==> src/rtl/dpram_pkg.sv <==
// Shared types and constants for the dual-port RAM controller.
// DPRAM_PARITY_EN adds one even-parity bit to every stored word.
package dpram_pkg;

    typedef enum logic {
        INIT = 1'b0,
        RUN  = 1'b1
    } state_e;

    localparam int unsigned RD_OLD = 0;
    localparam int unsigned RD_NEW = 1;

`ifdef DPRAM_PARITY_EN
    localparam int unsigned PAR_W = 1;
`else
    localparam int unsigned PAR_W = 0;
`endif

endpackage

==> src/rtl/dpram_rd_port.sv <==
// Per-port registered read output with rvalid pulse and optional parity check.
// DPRAM_PARITY_EN enables perr_o.
module dpram_rd_port #(
    parameter int unsigned DATA_WIDTH  = 8,
    parameter int unsigned STORE_WIDTH = 8
) (
    input  logic                   clk,
    input  logic                   rst_n,
    input  logic                   rd_en_i,
    input  logic [STORE_WIDTH-1:0] word_i,
    output logic [DATA_WIDTH-1:0]  q_o,
`ifdef DPRAM_PARITY_EN
    output logic                   perr_o,
`endif
    output logic                   rvalid_o
);

    logic [DATA_WIDTH-1:0] q_q;
    logic                  rvalid_q;

    // q only moves on an accepted read; otherwise it holds
    always_ff @(posedge clk or negedge rst_n) begin
        if (!rst_n) begin
            q_q      <= '0;
            rvalid_q <= 1'b0;
        end else begin
            rvalid_q <= rd_en_i;
            if (rd_en_i) begin
                q_q <= word_i[DATA_WIDTH-1:0];
            end
        end
    end

`ifdef DPRAM_PARITY_EN
    logic perr_q;

    // stored word includes its parity bit, so any odd reduction is an error
    always_ff @(posedge clk or negedge rst_n) begin
        if (!rst_n) begin
            perr_q <= 1'b0;
        end else begin
            perr_q <= rd_en_i & (^word_i);
        end
    end

    assign perr_o = perr_q;
`endif

    assign q_o      = q_q;
    assign rvalid_o = rvalid_q;

endmodule

==> src/rtl/dual_port_ram_ctrl.sv <==
// Dual-port RAM with power-on clear, collision arbitration and read-during-write policy.
// DPRAM_PARITY_EN adds a parity bit per word and perr_a/perr_b outputs.
module dual_port_ram_ctrl
    import dpram_pkg::*;
#(
    parameter int unsigned DATA_WIDTH = 8,
    parameter int unsigned ADDR_WIDTH = 4,
    parameter int unsigned DEPTH      = 16,
    parameter int unsigned RD_MODE    = 0
) (
    input  logic                  clk,
    input  logic                  rst_n,
    input  logic                  cs_a,
    input  logic                  cs_b,
    input  logic                  we_a,
    input  logic                  we_b,
    input  logic [ADDR_WIDTH-1:0] addr_a,
    input  logic [ADDR_WIDTH-1:0] addr_b,
    input  logic [DATA_WIDTH-1:0] data_a,
    input  logic [DATA_WIDTH-1:0] data_b,
    output logic [DATA_WIDTH-1:0] q_a,
    output logic [DATA_WIDTH-1:0] q_b,
    output logic                  rvalid_a,
    output logic                  rvalid_b,
`ifdef DPRAM_PARITY_EN
    output logic                  perr_a,
    output logic                  perr_b,
`endif
    output logic                  ready,
    output logic                  collision
);

    localparam int unsigned SW = DATA_WIDTH + PAR_W;
    localparam int unsigned IW = (DEPTH > 1) ? $clog2(DEPTH) : 1;

    state_e                state_q, state_d;
    logic [ADDR_WIDTH-1:0] init_cnt_q, init_cnt_d;
    logic                  ready_q;
    logic                  collision_q;
    logic [SW-1:0]         mem_q [DEPTH];

    logic          acc_a, acc_b, in_range_a, in_range_b, same_addr;
    logic          wr_a, wr_b, rd_a, rd_b;
    logic [SW-1:0] wword_a, wword_b, rword_a, rword_b;

    always_ff @(posedge clk or negedge rst_n) begin
        if (!rst_n) begin
            state_q     <= INIT;
            init_cnt_q  <= '0;
            ready_q     <= 1'b0;
            collision_q <= 1'b0;
        end else begin
            state_q     <= state_d;
            init_cnt_q  <= init_cnt_d;
            ready_q     <= (state_d == RUN);
            collision_q <= acc_a & we_a & acc_b & we_b & same_addr;
        end
    end

    // INIT walks 0..DEPTH-1 clearing one word per cycle, then RUN forever
    always_comb begin
        state_d    = state_q;
        init_cnt_d = init_cnt_q;
        case (state_q)
            INIT: begin
                init_cnt_d = init_cnt_q + ADDR_WIDTH'(1);
                if (init_cnt_q == ADDR_WIDTH'(DEPTH - 1)) begin
                    state_d    = RUN;
                    init_cnt_d = '0;
                end
            end
            RUN:     state_d = RUN;
            default: state_d = INIT;
        endcase
    end

    assign acc_a      = cs_a & ready_q;
    assign acc_b      = cs_b & ready_q;
    assign in_range_a = (32'(addr_a) < DEPTH);
    assign in_range_b = (32'(addr_b) < DEPTH);
    assign same_addr  = (addr_a == addr_b);

    // port A wins a same-address dual write
    assign wr_a = acc_a & we_a & in_range_a;
    assign wr_b = acc_b & we_b & in_range_b & ~(wr_a & same_addr);
    assign rd_a = acc_a & ~we_a;
    assign rd_b = acc_b & ~we_b;

`ifdef DPRAM_PARITY_EN
    assign wword_a = {^data_a, data_a};
    assign wword_b = {^data_b, data_b};
`else
    assign wword_a = data_a;
    assign wword_b = data_b;
`endif

    always_ff @(posedge clk) begin
        if (state_q == INIT) begin
            mem_q[IW'(init_cnt_q)] <= '0;
        end else begin
            if (wr_a) begin
                mem_q[IW'(addr_a)] <= wword_a;
            end
            if (wr_b) begin
                mem_q[IW'(addr_b)] <= wword_b;
            end
        end
    end

    // out-of-range reads return zero; RD_NEW forwards the other port's write
    always_comb begin
        rword_a = '0;
        rword_b = '0;
        if (in_range_a) begin
            if (RD_MODE == RD_NEW && wr_b && same_addr) begin
                rword_a = wword_b;
            end else begin
                rword_a = mem_q[IW'(addr_a)];
            end
        end
        if (in_range_b) begin
            if (RD_MODE == RD_NEW && wr_a && same_addr) begin
                rword_b = wword_a;
            end else begin
                rword_b = mem_q[IW'(addr_b)];
            end
        end
    end

    dpram_rd_port #(
        .DATA_WIDTH (DATA_WIDTH),
        .STORE_WIDTH(SW)
    ) u_rd_a (
        .clk     (clk),
        .rst_n   (rst_n),
        .rd_en_i (rd_a),
        .word_i  (rword_a),
        .q_o     (q_a),
`ifdef DPRAM_PARITY_EN
        .perr_o  (perr_a),
`endif
        .rvalid_o(rvalid_a)
    );

    dpram_rd_port #(
        .DATA_WIDTH (DATA_WIDTH),
        .STORE_WIDTH(SW)
    ) u_rd_b (
        .clk     (clk),
        .rst_n   (rst_n),
        .rd_en_i (rd_b),
        .word_i  (rword_b),
        .q_o     (q_b),
`ifdef DPRAM_PARITY_EN
        .perr_o  (perr_b),
`endif
        .rvalid_o(rvalid_b)
    );

    assign ready     = ready_q;
    assign collision = collision_q;

endmodule
==> config.mk <==
export PLATFORM = sky130hd
export DESIGN_NAME = dual_port_ram_ctrl
export DESIGN_NICKNAME = d
export VERILOG_FILES = /design/src/rtl/dpram_pkg.sv /design/src/rtl/dpram_rd_port.sv /design/src/rtl/dual_port_ram_ctrl.sv
export SDC_FILE = /design/constraint.sdc
export NUM_CORES = 1
export LEC_CHECK = 0
export BUFFER_PORTS_ARGS = -buffer_cell sky130_fd_sc_hd__buf_2
export CAP_MARGIN = 0
export CORE_MARGIN = 3
export CORE_UTILIZATION = 40
export CTS_CLUSTER_DIAMETER = 60
export DETAILED_ROUTE_END_ITERATION = 6
export PLACE_DENSITY = 0.52
export SLEW_MARGIN = 20
export SYNTH_ARGS = -nofsm -noshare
export SYNTH_HDL_FRONTEND = slang
export SYNTH_HIERARCHICAL = 1
export SYNTH_SLANG_ARGS = --single-unit
==> constraint.sdc <==
create_clock -name clk -period 4.2 [get_ports clk]
set_input_delay 0 -clock clk [delete_from_list [all_inputs] [get_ports clk]]
set_output_delay 0 -clock clk [all_outputs]
set_load 0.005 [all_outputs]
==> qor.csv <==
metric;value;unit
crit_type;register to register;
hold_violations;0;
swShare;23.6;%
vdd_drop_max;0.000274;V
grt_overflow;0;
yosys_warnings;6;
routed_wirelength;28800;um
numPortBuffers;49;
hp-class;input pin to register;
tightest_slew;1.20;ns
cp-end-kind;register;
cts_made_buffers;17;
vias;6428;
ys_seq_elements;152;
cts_sinks;152;
ant_nets;0;
grt_max_degree;41;
htree_levels;4;
root_buffer;clkbuf_16;
async_reset_ff_share;15.8;%
fmax;327;MHz
p_seq_share;46.0;%
rr_startpoint;ready$_DFF_PN0_;
drive_above_1_share;27.1;%
maxCapViolCount;0;
area_delta_synth_final;11.4;%
gp_congestion;0.882;
cts_setup_buffers;0;
nNetsFinal;698;
setup_viol;0;
ys_types;39;
power_leakage;3.55;nW
dieWidth;152;um
synth_nets;675;
pwr-share-clk;43.2;%
drc;1;
grt_pass1_vias;6250;
layout_commonest_cell;o22ai_1;
synth_flop_cell;edfxtp_1;
worstPathRequired;4.24;ns
coreArea;20600;um2
final_cell_mix;141 x o22ai_1, 128 x edfxtp_1, 52 x nand2_1;
fin_crit;3.06;ns
postLayoutCellArea;9530;um2
path_max_fanout;23;
combPwrFrac;10.9;%
crit_start;ready$_DFF_PN0_;
wl_per_cell;30.3;um
synth_edf_count;128;
grt_pass1_wl;41700;um
startpoint_type;register;
dr.pass1.iters;7;
cp_data_arrival_time;3.10;ns
cts_tree;done;
totalPowerFinal;3.65;mW
min_from;cs_a;
clk_path_buf_depth;2;
gr-usage-all-layers;24.5;%
power.switching;0.859;mW
antenna_found_initial;0;
ios;50;
p_per_area;383;nW/um2
die_height;152;um
ys_seq_area_share;51.9;%
drt_iter0_drc;1058;
slew-limit-headroom;19.9;%
vias_per_cell;6.77;
diodes;0;
synth_area;8560;um2
clkTransAtPathRegs;0.06;ns
avgSynthCellArea;13.3;um2
rsz0062_at_grt;no;
internal-power;2.79;mW
finalCritPeriodShare;72.8;%
drv_slew;0;
worstSkewPairLatency;0.43;ns
hpwl;20800;um
fin_tns_setup;0;ns
violations;design-rule violations;
synthCells;644;
skew;0.00780;ns
placed_cell_area;8870;um2
die-area;23200;um2
status;finished with violations;
initial_core_util;41.5;%
core.rowCount;52;
r2r_setup_slack;1.14;ns
-- synthesized netlist by cell type, types with 2 or more instances --
library cell / count / share of area [%]
clkbuf_1: 20 / 0.88
nor3_1: 3 / 0.18
a32oi_1: 2 / 0.20
nand3b_1: 2 / 0.18
nor3b_1: 2 / 0.18
mux2_4: 16 / 2.8
buf_1: 8 / 0.35
a21oi_1: 5 / 0.29
nor2_1: 8 / 0.35
mux2i_1: 40 / 4.7
buf_4: 3 / 0.26
and3_1: 3 / 0.22
xor2_1: 4 / 0.41
o21ai_0: 10 / 0.58
dfrtp_1: 24 / 7.0
buf_6: 16 / 2.1
nor3_2: 16 / 1.9
a22oi_1: 32 / 2.8
nand3_1: 10 / 0.58
a21o_1: 4 / 0.35
nand2b_1: 4 / 0.29
mux4_2: 48 / 13
nand2_1: 52 / 2.3
o22ai_1: 144 / 11
nor2b_1: 6 / 0.44
buf_2: 19 / 1.1
and2_1: 3 / 0.22
edfxtp_1: 128 / 45
inv_1: 2 / 0.088
-- path summary, 6_finish.rpt --
kind,depth (start not counted),endpoint
worst max-delay path,3,mem_q[5][2]$_DFFE_PP_
max in group asynchronous,2,u_rd_b/rvalid_o$_DFF_PN0_
worst max register to register,3,mem_q[5][2]$_DFFE_PP_
worst min-delay path,4,u_rd_a/rvalid_o$_DFF_PN0_
min in group asynchronous,2,u_rd_a/q_o[6]$_DFFE_PN0P_
worst min register to register,1,u_rd_a/q_o[5]$_DFFE_PN0P_
-- final cells by class --
class	count	area [um2]
sequential	152	4440
inverter	2	7.51
timing repair buffer	70	413
tap	270	338
multi-input combinational	424	3720
clock buffer	25	517
fill	1824	11100
clock inverter	7	88.8
-- logic make-up after synthesis --
family                     count (synthesis)  synth area share, %
AOI/OAI and AO/OA                        200                 15.1
xor gates and xnor gates                   5                0.512
adders and majority gates                  1                0.146
buffers and inverters                     68                 4.79
DFF                                      152                 51.9
muxes                                    105                 20.2
and+or+nand+nor                          113                 7.31
-- routing by layer --
layer  GRT usage, %  part of all wire, %
met5              0                    0
met1           31.9                   38
met3           4.37                  9.7
met2           40.8                   49
met4           9.72                  3.9
-- per-stage QoR --
| stage | utilization [%] | worst slack (ns) | instances | hold WS (ns) |
|---|---|---|---|---|
| after detailed placement | 43.0 | 1.02 | 914 | 0.0509 |
| after CTS | 46.2 | 1.17 | 950 | 0.0224 |
| final | 46.2 | 1.14 | 950 | 0.0378 |
| after floorplan | - | 2.05 | 644 | -0.296 |
| after global placement | 42.9 | 1.16 | 912 | 0.0316 |
| after global routing | 46.2 | 0.992 | 950 | 0.0485 |
-- sequential cells by signal (all words and copies together), names as in the netlist --
name,flops
ready,1
collision,1
u_rd_a/rvalid_o,1
init_cnt_q,4
u_rd_a/q_o,8
u_rd_b/rvalid_o,1
u_rd_b/q_o,8
mem_q,128
-- timing repair --
| action | 4_1_cts | 5_1_grt |
|---|---|---|
| endpoints found under the setup margin | 0 | 0 |
| gates resized for setup | 0 | 0 |
| endpoints found under the hold margin | 26 | 0 |
| hold buffers | 4 | 0 |
-- power by group through the flow --
stage | registers, mW | clock network, mW | logic, mW
finish | 1.68 | 1.57 | 0.397
global placement | 1.71 | 0 | 0.380
CTS | 1.68 | 1.59 | 0.389
floorplan | 1.71 | 0 | 0.259
detailed placement | 1.71 | 0 | 0.386
global route | 1.68 | 1.64 | 0.418
-- critical path, stage by stage (launching register included) --
cell     delay, ns
dfrtp_1       0.54
and3_1        0.80
a21oi_1       0.32
o22ai_1       0.99
Power figures use the tool's default switching activity.
